`src/rtl/ifid_hazard_ctrl.sv`:
```
// Front-end pipeline control: PC / IF-ID enables, ID-EX bubble, back-end freeze and HALT drain.
// Control outputs are combinational from state and inputs; state and counters are registered.
module ifid_hazard_ctrl #(
   parameter int unsigned DRAIN_CYCLES = 3,
   parameter int unsigned CNT_W        = 16
) (
   input  logic             clk,
   input  logic             rst,
   input  logic [2:0]       id_rs,
   input  logic             id_rs_valid,
   input  logic [2:0]       id_rt,
   input  logic             id_rt_valid,
   input  logic             ex_memread,
   input  logic [2:0]       ex_rd,
   input  logic             br_taken,
   input  logic             imem_stall,
   input  logic             dmem_stall,
   input  logic             id_halt,
   output logic             pc_write,
   output logic             ifid_en,
   output logic             ifid_flush,
   output logic             idex_bubble,
   output logic             pipe_freeze,
   output logic             halted,
   output logic [CNT_W-1:0] stall_cnt,
   output logic [CNT_W-1:0] flush_cnt
);

   typedef enum logic [1:0] {StRun, StDrain, StHalt} state_e;

   localparam logic [2:0]       DrainInit = 3'(DRAIN_CYCLES);
   localparam logic [CNT_W-1:0] CntMax    = '1;

   state_e           state_q, state_d;
   logic [2:0]       drain_q, drain_d;
   logic [CNT_W-1:0] stall_q, stall_d;
   logic [CNT_W-1:0] flush_q, flush_d;
   logic             stall_inc, flush_inc;
   logic             load_use;

   assign load_use = ex_memread & ((id_rs_valid & (id_rs == ex_rd)) |
                                   (id_rt_valid & (id_rt == ex_rd)));

   always_comb begin
      state_d     = state_q;
      drain_d     = drain_q;
      stall_inc   = 1'b0;
      flush_inc   = 1'b0;
      pc_write    = 1'b0;
      ifid_en     = 1'b0;
      ifid_flush  = 1'b0;
      idex_bubble = 1'b0;
      pipe_freeze = 1'b0;
      halted      = 1'b0;

      unique case (state_q)
         StRun: begin
            if (dmem_stall) begin
               pipe_freeze = 1'b1;
               stall_inc   = 1'b1;
            end else if (br_taken) begin
               // A HALT in ID is on the wrong path and is squashed with the flush.
               pc_write    = 1'b1;
               ifid_en     = 1'b1;
               ifid_flush  = 1'b1;
               idex_bubble = 1'b1;
               flush_inc   = 1'b1;
            end else if (load_use) begin
               idex_bubble = 1'b1;
               stall_inc   = 1'b1;
            end else if (id_halt) begin
               ifid_en    = 1'b1;
               ifid_flush = 1'b1;
               state_d    = StDrain;
               drain_d    = DrainInit;
            end else if (imem_stall) begin
               ifid_en    = 1'b1;
               ifid_flush = 1'b1;
               stall_inc  = 1'b1;
            end else begin
               pc_write = 1'b1;
               ifid_en  = 1'b1;
            end
         end
         StDrain: begin
            ifid_flush = 1'b1;
            if (dmem_stall) begin
               pipe_freeze = 1'b1;
               stall_inc   = 1'b1;
            end else begin
               ifid_en = 1'b1;
               drain_d = drain_q - 3'd1;
               if (drain_q == 3'd1) state_d = StHalt;
            end
         end
         StHalt: begin
            idex_bubble = 1'b1;
            halted      = 1'b1;
         end
         default: begin
            state_d = StRun;
         end
      endcase

      stall_d = (stall_inc && (stall_q != CntMax)) ? stall_q + CNT_W'(1) : stall_q;
      flush_d = (flush_inc && (flush_q != CntMax)) ? flush_q + CNT_W'(1) : flush_q;

      // Reset holds the front end in a safe NOP-injecting configuration.
      if (rst) begin
         pc_write    = 1'b0;
         ifid_en     = 1'b1;
         ifid_flush  = 1'b1;
         idex_bubble = 1'b1;
         pipe_freeze = 1'b0;
         halted      = 1'b0;
      end
   end

   always_ff @(posedge clk) begin
      if (rst) begin
         state_q <= StRun;
         drain_q <= 3'd0;
         stall_q <= '0;
         flush_q <= '0;
      end else begin
         state_q <= state_d;
         drain_q <= drain_d;
         stall_q <= stall_d;
         flush_q <= flush_d;
      end
   end

   assign stall_cnt = stall_q;
   assign flush_cnt = flush_q;

endmodule

```
`config.mk`:
```
export PLATFORM = sky130hd
export DESIGN_NAME = ifid_hazard_ctrl
export DESIGN_NICKNAME = d
export VERILOG_FILES = /design/src/rtl/ifid_hazard_ctrl.sv
export SDC_FILE = /design/constraint.sdc
export NUM_CORES = 1
export LEC_CHECK = 0
export BUFFER_PORTS_ARGS = -buffer_cell sky130_fd_sc_hd__buf_2
export CAP_MARGIN = 10
export CORE_MARGIN = 4
export CORE_UTILIZATION = 40
export CTS_CLUSTER_DIAMETER = 120
export DETAILED_ROUTE_END_ITERATION = 8
export PLACE_DENSITY_LB_ADDON = 0.3
export SYNTH_ARGS = -nofsm -noshare
export SYNTH_HDL_FRONTEND = slang
export SYNTH_SLANG_ARGS = --single-unit
```
`constraint.sdc`:
```
create_clock -name clk -period 2.3 [get_ports clk]
set_input_delay 0 -clock clk [delete_from_list [all_inputs] [get_ports clk]]
set_output_delay 0 -clock clk [all_outputs]
set_load 0.01 [all_outputs]
```
# Yosys cells after proc, flatten, opt, wreduce, memory -nomap -nowiden
# Index checks and enable logic that the tools add are counted.
dict set report classes {
  n_eq_ne 13
  n_mux 51
  add_sub_neg 3
  reduce_logical 7
  bitwise 5
}
# cell count
set ops {}
lappend ops {{2-to-1 mux 1 bit} 34}
lappend ops {{adder 16 x 1 -> 16 bit, second input constant} 2}
lappend ops {{!= test 16 bit, second input constant} 2}
lappend ops {{2-to-1 mux 3 bit} 5}
lappend ops {{2-to-1 mux 2 bit} 6}
lappend ops {{!= test 2 bit, second input constant} 6}
lappend ops {{case mux 1 bit (2 select lines)} 4}
lappend ops {{AND reduction 7 bit} 1}
lappend ops {{== test 3 bit} 2}
lappend ops {{case mux 2 bit (3 select lines)} 1}
lappend ops {{case mux 3 bit (2 select lines)} 1}
lappend ops {{AND reduction 6 bit} 1}
lappend ops {{bitwise AND 1 bit} 3}
lappend ops {{== test 3 x 1 -> 1 bit, second input constant} 1}
lappend ops {{subtractor 3 x 1 -> 3 bit, second input constant} 1}
lappend ops {{== test 2 x 1 -> 1 bit, second input constant} 1}
lappend ops {{== test 2 bit, second input constant} 1}
lappend ops {{logical AND 1 bit} 2}
lappend ops {{zero test 2 bit} 1}
lappend ops {{nonzero test 2 bit} 1}
lappend ops {{OR reduction 2 bit} 1}
lappend ops {{NOT 1 bit} 1}
lappend ops {{OR 1 bit} 1}
dict set report totals {
  output_inout_bits 38
  inputBits 18
  regBits 37
}

# Longest topological paths before layout
dict set report depth {
  ltp_word 9
  mapped_depth 8
  mapped_depth_nobuf 7
}

# Worst setup path after synthesis
# OpenSTA, ideal clock, no wires.
dict set report synth_timing {
  path_kind {reg-to-reg}
  start {register stall_q[0], in the netlist stall_cnt[0]}
  end {register stall_q[10], in the netlist stall_cnt[10]}
  arrival_time_ns 1.901
  setup_time_ns 0.121
  path_stages_with_launch 9
  path_buffers 1
  path_slack_ns 0.279
  path_cell_list {dfxtp_1 -> ha_1 -> and3_1 -> and3_1 -> a41oi_2 -> buf_4 -> o211ai_1 -> nor2_1 -> mux2_2}
}
dict set report synth_between {
  elab_chain_len 2
}
# element line_no
set synth_rtl {}
lappend synth_rtl {{from (decl)} 36} ;# logic [CNT_W-1:0] stall_q, stall_d;
lappend synth_rtl {{from (signal assigned)} 128} ;# stall_q <= stall_d;
lappend synth_rtl {{parallel branches: the longest is 2 deep, another holds adder 16 x 1 -> 16 bit} n/a}
# Several ways; the timed one is not identified.
# A chain may end at the register's enable or synchronous reset.

# Final worst setup path
# Ends and elaborated chain as after synthesis.

==> flow_summary_export.csv <==
group,metric,value,unit
status,outcome,"finished clean",
critical_path,cp.arrival,2220,ps
detailed_routing,wl_per_cell,12.2,µm
critical_path,critPathCaptureType,"flip-flop",
detailed_routing,drtIter0Drc,93,
global_route,track_usage,15.1,%
sta,tightest_slew,527,ps
power_and_ir_drop,total_power,1290,µW
placement,gp_congestion,0.804,
floorplanning,initial_utilization,41.6,%
worst_hold_path,min_path_type,"in -> reg",
floorplanning,io_pins,56,
global_route,grt_max_degree,31,
global_route,antenna_found_initial,0,
yosys,synth_edf_count,0,
worst_hold_path,worstHoldStart,"id_halt",
clock_tree,clockRootBuffer,"clkbuf_8",
detailed_routing,drc_errors,0,
yosys,ys_seq_area_share,37.4,%
yosys,ys.flop_type,"dfxtp_1",
critical_path,cp_top_family,"simple AND/OR/NAND/NOR gates",
worst_hold_path,min_to,"drain_q[2]",
detailed_routing,wl,4440,µm
final_layout,final_common_cell,"buf_2",
worst_hold_path,worst_hold_path.num_cells,3,
final_layout,drive_gt1_share,26.5,%
yosys,netlist_area,1980,µm²
critical_path,path_max_fanout,5,
final_layout,nets,319,
yosys,avgSynthCellArea,8.28,µm²
final_layout,n_antenna_cell,0,
sta,slew_headroom,64.8,%
detailed_routing,final_antenna_net_count,0,
floorplanning,rows,25,
clock_tree,cts_hold_buffers,0,
clock_tree,insertion_delay,290,ps
floorplanning,die_w,78.3,µm
placement,port_buffers,55,
sta,setup_viol,0,
global_route,grt_pass1_vias,1692,
final_layout,fillers,506,
clock_tree,cts_tree,"built",
clock_tree,cts.clk_slew.worst_paths,80,ps
yosys,synthDistinctLibCells,43,
yosys,netlist_instances,239,
sta,slew_viol_final,0,
sta,clock_skew,9.18,ps
detailed_routing,num_vias,1847,
sta,hold_viol,0,
critical_path,r2r_setup_slack,270,ps
yosys,syn_nets,261,
floorplanning,die_h,78.3,µm
critical_path,cp-start-kind,"flip-flop",
yosys,synth-seq-cells,37,
critical_path,required,2490,ps
sta,worst_hold_slack,82.6,ps
global_route,grt_pass1_wl,7490,µm
final_layout,mostFrequentLayoutCells,"55 x buf_2, 48 x nor2_1, 37 x dfxtp_1",
power_and_ir_drop,p_per_area,531,nW/µm²
floorplanning,core,4750,µm²
clock_tree,h-tree-depth,2,
critical_path,cp_common_cell,"and3_1",
critical_path,cp_slowest_cell,"dfxtp_1",
clock_tree,cts_buffer_depth,2,
detailed_routing,via_per_inst,5.06,
final_layout,multi_input_area,1180,µm²
sta,fin_crit_sh,88.5,%
floorplanning,die_area,6130,µm²
clock_tree,post_cts_buffers,0,
yosys,yosys_warnings,0,
job,max_cap_violations,0,
critical_path,critPathMaxStageDelay,350,ps
critical_path,reg2reg_from,"stall_cnt[0]",
sta,fin_crit,2030,ps
global_route,grt_overflow,0,
final_layout,layoutNonFillerInstCount,365,
power_and_ir_drop,leakage,0.00102,µW
clock_tree,cts_sinks,37,
critical_path,crit_chain,"ha_1, and3_1, and3_1, a41oi_2, o211ai_1, nor2_1, mux2_2",
critical_path,r2r-end,"stall_cnt[10]",
detailed_routing,first_pass_iters,4,
power_and_ir_drop,ir_drop,0.000270,V
final_layout,syn_to_final_growth,23.2,%
sta,clock.fmax,491,MHz
final_layout,register_area,741,µm²
placement,place.detailed.hpwl,3340,µm
sta,rsz0062_at_grt,"no",
critical_path,worstSetupPathType,"reg -> reg",
sta,finalSetupTns,0,ps
yosys,postSynth.asyncResetShare,0,%
critical_path,reg2reg_depth,7,
clock_tree,cts_made_buffers,5,
critical_path,cp_num_buf_inv,0,
clock_tree,ctsResizeCount,0,
placement,place_inst,357,
power breakdown:
part	internal, µW	switching, µW
clock	243	236
combinational	65.3	79.1
sequential	654	16.3
total	962	331
worst max-delay path by stage:
stage                      start             to  cells after the start
floorplan           stall_cnt[0]  stall_cnt[10]                      8
global placement    stall_cnt[0]  stall_cnt[10]                      7
detailed placement  stall_cnt[0]  stall_cnt[10]                      7
CTS                 stall_cnt[0]  stall_cnt[10]                      7
global route        stall_cnt[0]  stall_cnt[10]                      7
finish              stall_cnt[0]  stall_cnt[10]                      7
worst reg2reg max path, delay by kind of cell, from the launching register on:
| family | cells | cell delay, ps |
|---|---|---|
| DFF | 1 | 350 |
| muxes | 1 | 340 |
| and+or+nand+nor | 3 | 550 |
| AOI/OAI and AO/OA | 2 | 460 |
| adders and majority gates | 1 | 220 |
synthesized netlist by cell type, types with 2 or more instances:
library cell  number  share of area, %
nor3_1             3              0.76
inv_1              5              0.95
or4_1              2              0.76
nand2_1           16               3.0
clkbuf_1           8               1.5
xor2_1            18               8.0
o211ai_1           5               1.9
mux2_2             2               1.1
and2_1             2              0.63
a21oi_1           11               2.8
nor2b_1            3              0.95
and3_1             5               1.6
nor3b_1            4               1.5
nand3_1            6               1.5
nor2_1            48               9.1
nand4_1           10               3.2
xnor2_1           13               5.8
o2111ai_1          4               1.8
mux2i_1            2               1.0
nor4_1             2              0.63
or3_1              3              0.95
or2_2              2              0.63
o21ai_0            4               1.0
ha_1               4               2.5
dfxtp_1           37                37
a311oi_1           2              0.89
o31ai_1            2              0.76
stage by stage:
step / util (%) / area (µm²) / setup slack, ps
6_report: 51.2 / 2440 / 265
5_1_grt: 51.2 / 2440 / 137
4_1_cts: 51.2 / 2440 / 249
3_5_place_dp: 49.2 / 2340 / 257
3_3_place_gp: 49.2 / 2340 / 311
2_1_floorplan: - / 1980 / 279
cell families after synthesis:
kind of cell,after synthesis,share of synthesized area (%)
mux,4,2.15
xor+xnor,31,13.7
simple gates,112,28.0
compound gates,36,13.0
fa+ha+maj,4,2.53
buf+inv,15,3.10
flops,37,37.4
layer usage:
| layer | global-route usage, % | vias to the layer above | routed length (µm) |
|---|---|---|---|
| li1 | - | 949 | - |
| met1 | 19.3 | 851 | 2120 |
| met2 | 24.6 | 42 | 2030 |
| met3 | 4.24 | 5 | 230 |
| met4 | 4.72 | 0 | 51 |
| met5 | 0 | - | 0 |
cell type report:
| cell class | instances | share of cell area (%) |
|---|---|---|
| clock inverters | 2 | 0.565 |
| multi-input cells | 187 | 48.3 |
| inverters | 5 | 0.770 |
| flip-flops and latches | 37 | 30.4 |
| clock buffers | 6 | 3.39 |
| repair buffers | 61 | 13.1 |
| well taps | 67 | 3.44 |
flip-flops by register name, indices dropped and copies added, names as in the netlist:
signal	flops
drain_q	3
flush_cnt	16
stall_cnt	16
state_q	2
No activity file was read; power rests on OpenSTA's default activity.
